**src/rtl/ram_mp_clr.sv**
```systemverilog
// Multi-read-port RAM with per-lane write enables, optional registered reads,
// write-first bypass and a one-word-per-cycle clear sweep that replaces an array reset.
module ram_mp_clr #(
    parameter int D_WIDTH  = 19,
    parameter int A_WIDTH  = 5,
    parameter int A_MAX    = 32,
    parameter int R_PORTS  = 2,
    parameter int LANE_W   = 8,
    parameter int REG_READ = 0,
    parameter int BYPASS   = 1,
    localparam int N_LANES = (D_WIDTH + LANE_W - 1) / LANE_W
) (
    input  logic                         clk,
    input  logic                         reset,
    input  logic                         clear_req,
    output logic                         busy,
    input  logic                         write_enable,
    input  logic [A_WIDTH-1:0]           address_write,
    input  logic [D_WIDTH-1:0]           data_write,
    input  logic [N_LANES-1:0]           lane_enable,
    output logic                         wr_drop,
    input  logic [R_PORTS*A_WIDTH-1:0]   address_read,
    output logic [R_PORTS*D_WIDTH-1:0]   data_read
);

    typedef enum logic {
        IDLE  = 1'b0,
        CLEAR = 1'b1
    } state_t;

    // Wider than the address so A_MAX == 2**A_WIDTH stays representable.
    localparam logic [A_WIDTH:0]   A_LIMIT  = (A_WIDTH+1)'(A_MAX);
    localparam logic [A_WIDTH-1:0] PTR_LAST = A_WIDTH'(A_MAX - 1);

    state_t               state_q, state_d;
    logic [A_WIDTH-1:0]   ptr_q, ptr_d;
    logic                 wr_drop_q, wr_drop_d;

    logic [D_WIDTH-1:0]   mem [A_MAX];
    logic [D_WIDTH-1:0]   lane_mask;
    logic [D_WIDTH-1:0]   wr_merged;
    logic [D_WIDTH-1:0]   rd_d [R_PORTS];
    logic                 busy_w;
    logic                 wr_in_range;
    logic                 wr_accept;

    assign busy_w      = (state_q == CLEAR);
    assign busy        = busy_w;
    assign wr_drop     = wr_drop_q;
    assign wr_in_range = ({1'b0, address_write} < A_LIMIT);
    assign wr_accept   = reset && !busy_w && write_enable && wr_in_range;

    for (genvar i = 0; i < D_WIDTH; i++) begin : g_mask
        assign lane_mask[i] = lane_enable[i / LANE_W];
    end

    assign wr_merged = (mem[address_write] & ~lane_mask) | (data_write & lane_mask);

    always_comb begin
        state_d   = state_q;
        ptr_d     = ptr_q;
        wr_drop_d = write_enable && (busy_w || !wr_in_range);
        case (state_q)
            IDLE: begin
                if (clear_req) state_d = CLEAR;
            end
            CLEAR: begin
                if (ptr_q == PTR_LAST) begin
                    state_d = IDLE;
                    ptr_d   = '0;
                end else begin
                    ptr_d = ptr_q + 1'b1;
                end
            end
            default: state_d = CLEAR;
        endcase
    end

    always_ff @(posedge clk) begin
        if (!reset) begin
            state_q   <= CLEAR;
            ptr_q     <= '0;
            wr_drop_q <= 1'b0;
        end else begin
            state_q   <= state_d;
            ptr_q     <= ptr_d;
            wr_drop_q <= wr_drop_d;
        end
    end

    // Contents are deliberately unreset; only the sweep zeroes them.
    always_ff @(posedge clk) begin
        if (reset) begin
            if (busy_w) begin
                mem[ptr_q] <= '0;
            end else if (wr_accept) begin
                mem[address_write] <= wr_merged;
            end
        end
    end

    always_comb begin
        logic [A_WIDTH-1:0] rd_addr;
        rd_addr = '0;
        for (int p = 0; p < R_PORTS; p++) begin
            rd_addr = address_read[p*A_WIDTH +: A_WIDTH];
            rd_d[p] = '0;
            if (!busy_w && ({1'b0, rd_addr} < A_LIMIT)) begin
                if (BYPASS != 0 && wr_accept && rd_addr == address_write) begin
                    rd_d[p] = wr_merged;
                end else begin
                    rd_d[p] = mem[rd_addr];
                end
            end
        end
    end

    if (REG_READ != 0) begin : g_reg
        logic [D_WIDTH-1:0] rd_q [R_PORTS];

        always_ff @(posedge clk) begin
            for (int p = 0; p < R_PORTS; p++) begin
                if (!reset) rd_q[p] <= '0;
                else        rd_q[p] <= rd_d[p];
            end
        end

        always_comb begin
            data_read = '0;
            for (int p = 0; p < R_PORTS; p++) data_read[p*D_WIDTH +: D_WIDTH] = rd_q[p];
        end
    end else begin : g_comb
        always_comb begin
            data_read = '0;
            for (int p = 0; p < R_PORTS; p++) data_read[p*D_WIDTH +: D_WIDTH] = rd_d[p];
        end
    end

endmodule

```
**config.mk**
```make
export PLATFORM = sky130hd
export DESIGN_NAME = ram_mp_clr
export DESIGN_NICKNAME = d
export VERILOG_FILES = /design/src/rtl/ram_mp_clr.sv
export SDC_FILE = /design/constraint.sdc
export NUM_CORES = 1
export LEC_CHECK = 0
export ABC_AREA = 1
export CAP_MARGIN = 20
export CELL_PAD_IN_SITES_DETAIL_PLACEMENT = 1
export CELL_PAD_IN_SITES_GLOBAL_PLACEMENT = 1
export CORE_MARGIN = 5
export CORE_UTILIZATION = 40
export DETAILED_ROUTE_END_ITERATION = 8
export PLACE_DENSITY_LB_ADDON = 0.1
export SLEW_MARGIN = 10
export SYNTH_ARGS = -nofsm -noshare
export SYNTH_HDL_FRONTEND = slang
export SYNTH_SLANG_ARGS = --single-unit
export TNS_END_PERCENT = 100
```
**constraint.sdc**
```tcl
create_clock -name clk -period 3.7 [get_ports clk]
set_input_delay 1.11 -clock clk [delete_from_list [all_inputs] [get_ports clk]]
set_output_delay 1.11 -clock clk [all_outputs]
set_load 0.1 [all_outputs]
```
# After elaboration in Yosys (flattened, before gate mapping)

Memories as Yosys holds them, arrays and structs flattened.
Cells that the tools add are included.

Memories kept: 1
Output and inout bits: 40
Register bits after elaboration: 7
Input bits: 41
RAM bits: 608
Bits in latches: 0
ROM bits: 0

Equality and inequality tests: 3
Div/mod/pow operators: 0
Muxes and demuxes: 18
Reductions and logical operators: 7
$add $sub $neg: 1
Order comparisons: 0
Bitwise gates (word level): 5
Shift-type cells: 0
Multipliers: 0

Memories:

| name | words | width | rd ports | clocked after memory_dff | write ports | line | source |
|---|---|---|---|---|---|---|---|
| mem  | 32    | 19    | 3        | 0                        | 1           | 39   | `logic [D_WIDTH-1:0] mem [A_MAX];` |

Operators by type and width:

| operator            | count |
|---|---|
| $mux 19             | 5 |
| $and 19x19->19      | 2 |
| $not 19->19         | 1 |
| $or 19x19->19       | 1 |
| $reduce_or 19->1    | 1 |
| $eq 5x5->1          | 2 |
| $mux 1              | 10 |
| $mux 5              | 2 |
| $add 5x1->5 const B | 1 |
| $eq 5x5->1 const B  | 1 |
| $logic_and 1x1->1   | 5 |
| $pmux 1 s2          | 1 |
| $logic_not 1->1     | 1 |
| $not 1->1           | 1 |

# Logic depth before layout (Yosys ltp)

Word-level depth: 9
Depth in mapped cells: 16

# Least setup slack after synthesis

OpenSTA, ideal clock, no wires.

Path type: input -> output
From: input port address_read[5]
To: output port data_read[23]
Data arrival time: 2788 ps
Path slack: -198 ps
Buffers on the path: 3
Stages: 16
Path through: buf_4 -> inv_4 -> buf_4 -> buf_4 -> nand2_1 -> nand3_1 -> nand2_1 -> nand2_1 -> nand3_1 -> nand2_1 -> nand2_1 -> nand3_1 -> nand2_1 -> inv_1 -> nand2_1 -> inv_1

Longest elaborated chain between the ends: 4
Elaborated cells on any way between the ends: 5
Those cells by class: 1 x eq/ne; 2 x mux; 1 x reduce/logical; 1 x memory

RTL lines:

| element                                               | line | source |
|---|---|---|
| start: declaration                                    | 22   | `input logic [R_PORTS*A_WIDTH-1:0] address_read,` |
| branches (longest 2 deep; another with $mem_v2 32x19) | --   |  |
| $mux 19 (*)                                           | 109  | `if (BYPASS != 0 && wr_accept && rd_addr == address_write) begin` |
| $mux 19 (*)                                           | 108  | `if (!busy_w && ({1'b0, rd_addr} < A_LIMIT)) begin` |
| end: declaration                                      | 23   | `output logic [R_PORTS*D_WIDTH-1:0] data_read` |

Mark *: on every way between the ends.

# Final worst setup path

From: input port address_read[5]
To: output port data_read[30]

The elaborated chain is that of the path after synthesis.

==> metrics <==
status=finished, violations left; failing checks=negative setup slack; max cap viols=0; initial antenna violation count=1; skew final=0.0163 ns; Static Leakage=23.1 nW; Cells after DPL=6830; CP Class=in2out; core area=0.0964 sq mm; worst setup margin=-0.384 ns; top_reg_cell synth=edfxtp_1; final cell count without fillers=7069; DR vias=43700; Residual DRC=0; die height=321 um; IO Count=81; clock-pin slew on the worst setup and hold paths=0.06 ns; post-route clock period utilization=1.10; pin count of the biggest net entering global routing=38; fmax=245 MHz; total track usage=0.385; Die Wd=321 um; Post-Syn Nets=5398; post-synthesis sequential area ratio=0.475; largest delay contributor family on the critical path=buffers and inverters; Critical-path top delay cell=buf_12; Tmin final=4.08 ns; FF+latch count, synth=615; CP arrival=2.97 ns; DR WL/cell=29.7 um; first-pass GRT wire length=297 mm; Worst-Margin Slew=0.750 ns; crit start category=primary input; via-per-instance ratio=6.19; placed wire-length estimate=135 mm; Final setup violation count=38; Fill cells=11400; Req. time, crit path=2.59 ns; CP cell instances=buf_16, clkinv_16, buf_12, buf_12, buf_12, nand2_4, nand3_2, nand2_1, nand2_1, nand3_1, nand2_2, nand2_2, nand3_2, nand2_1, inv_1, nand2_2, clkinvlp_4, buf_12; Setup crit end kind=output pin; root buf cell=clkbuf_16; CP max FO=7; PortBufs=80; CTS tree=yes; GP Congestion=0.910; fin. max-slew vios=0; Die Footprint=0.103 sq mm; Final Util=0.552; mapped cell area=0.0388 sq mm; Hold Worst Slack=0.562 ns; nets=5775; crit-path max cell delay=0.21 ns; most frequent CP cell=buf_12; Clock Latency Late Sink=0.66 ns; fraction of registers with async set or reset after synthesis=0; EDFF count, synth=608; RSZ-0062 raised after global routing=true; Avg Inst Size Synth=7.24 sq um; pre-CTS WS=-0.694 ns; Detail Route Antenna Nets=0; multi-input logic area=0.0196 sq mm; FF/Latch Area=0.0184 sq mm; Yosys warning total=0; Layout area overhead=37.3%; peak supply drop=357 uV; vias in the first global route=43700; CTS Sinks=615; Detailed Routing Iterations Pass 1=6; Post-Route WL=210 mm; Power Density=356 mW/mm^2; cells after synthesis=5355; overall power=18.9 mW; clock tree buffer depth=3; grt total ovfl=0; Buf/Inv on CP=8; Slew HR=0.497; Synth cell types=31; Hold Path Class=reg2reg; share of post-route cells with drive strength above 1=0.212; Initial DRC Count=5614; H-tree depth=3; CTS Buf Count=76; Initial Util=0.402; Site Rows=114; Hold Vio Cnt, Final=0
[cells by family (layout without fill, tap and decap cells)]
group | Yosys count | in the layout | synth area share
flops | 615 | 615 | 0.475
buf+inv | 502 | 939 | 0.0648
xor+xnor | 1 | 1 | 0.000226
fa+ha+maj | 2 | 2 | 0.000646
compound gates | 48 | 48 | 0.00642
other cells | 0 | 1 | 0
simple gates | 4187 | 4187 | 0.453
[worst register-to-register path: cells and delay by family (launching register included)]
kind	cells	cell delay (ns)
simple gates	3	0.57
buf+inv	7	1.62
flops	1	0.34
compound gates	1	0.27
[flip-flops by register name, summed over array words and instances, names as in the netlist]
name     cells
busy         1
ptr_q        5
mem        608
wr_drop      1
[placed cells by master, fill, tap and decap left out, types with 9 or more instances in the layout]
cell type        count
nand3_1           1279
clkdlybuf4s50_1     23
a21oi_2             29
nand2_4             24
buf_12             268
clkbuf_1            15
clkinv_1            22
clkinv_2            13
nor2_4              35
edfxtp_1           608
nand2_1           2531
clkbuf_16          108
buf_4              272
nand3_2            145
inv_2               16
clkinvlp_4          41
inv_1               35
nor2_1              16
buf_16              53
nand2_2            139
buf_6               30
buf_8                9
[metal layers]
| metal | track usage | part of all wire | vias up |
|---|---|---|---|
| met5 | 0 | 0.000062 | - |
| met4 | 0.200 | 0.065 | 2 |
| met3 | 0.0833 | 0.11 | 685 |
| met2 | 0.601 | 0.44 | 2741 |
| met1 | 0.507 | 0.38 | 21700 |
| li1 | - | - | 18600 |
[stage by stage]
step                instance area [sq um]  setup TNS [ns]
floorplan                           39000          -0.137
global placement                    46800         -248.38
detailed placement                  46800         -283.53
CTS                                 51500          -10.64
global route                        53200          -14.34
finish                              53200          -12.03
[final cells by class]
cell class / count / area share
Timing Repair Buffer: 697 / 0.198
Timing Repair inverter: 2 / 0.000470
Antenna cell: 1 / 0.0000470
Multi-Input combinational cell: 4238 / 0.368
Inverter: 102 / 0.0122
Sequential cell: 615 / 0.346
Clock buffer: 96 / 0.0392
Clock inverter: 42 / 0.00640
Tap cell: 1276 / 0.0300
[worst paths after layout]
check	from	to	slack [ns]	cells after the start
hold / removal	ptr_q[0]$_SDFFE_PN0P_	ptr_q[0]$_SDFFE_PN0P_	0.56	2
setup reg to reg	busy$_SDFF_PN1_	mem[15][11]$_DFFE_PP_	0.60	11
hold reg to reg	ptr_q[0]$_SDFFE_PN0P_	ptr_q[0]$_SDFFE_PN0P_	0.56	2
setup / recovery	address_read[5]	data_read[30]	-0.38	18
[power breakdown]
| part | internal, mW | leakage [nW] | switching [mW] |
|---|---|---|---|
| sequential | 7.59 | 5.23 | 0.0299 |
| clock | 4.38 | 1.18 | 3.20 |
| combinational | 1.41 | 16.7 | 2.33 |
| total | 13.4 | 23.1 | 5.56 |
[cell usage after synthesis, types with 2 or more instances]
cell type | instances | share of area
a21oi_1 | 35 | 0.0045
a221oi_1 | 2 | 0.00045
buf_1 | 44 | 0.0043
buf_2 | 223 | 0.029
buf_4 | 40 | 0.0077
buf_6 | 25 | 0.0073
clkbuf_1 | 68 | 0.0066
clkinv_1 | 2 | 0.00019
dfxtp_1 | 7 | 0.0036
edfxtp_1 | 608 | 0.47
ha_1 | 2 | 0.00065
inv_1 | 88 | 0.0085
inv_2 | 7 | 0.00068
inv_4 | 4 | 0.00065
nand2_1 | 2694 | 0.26
nand3_1 | 1428 | 0.18
nor2_1 | 54 | 0.0052
nor3_1 | 3 | 0.00039
o21ai_0 | 7 | 0.00090
o21ai_1 | 3 | 0.00039
[repair_timing]
| item | 4_1_cts | 5_1_grt |
|---|---|---|
| pin swaps | 59 | 89 |
| hold buffers | 0 | 0 |
| buffers inserted | 34 | 16 |
| endpoints found under the setup margin | 38 | 38 |
| gates resized for setup | 306 | 192 |
| gates cloned | 23 | 28 |
Power figures use the tool's default switching activity.
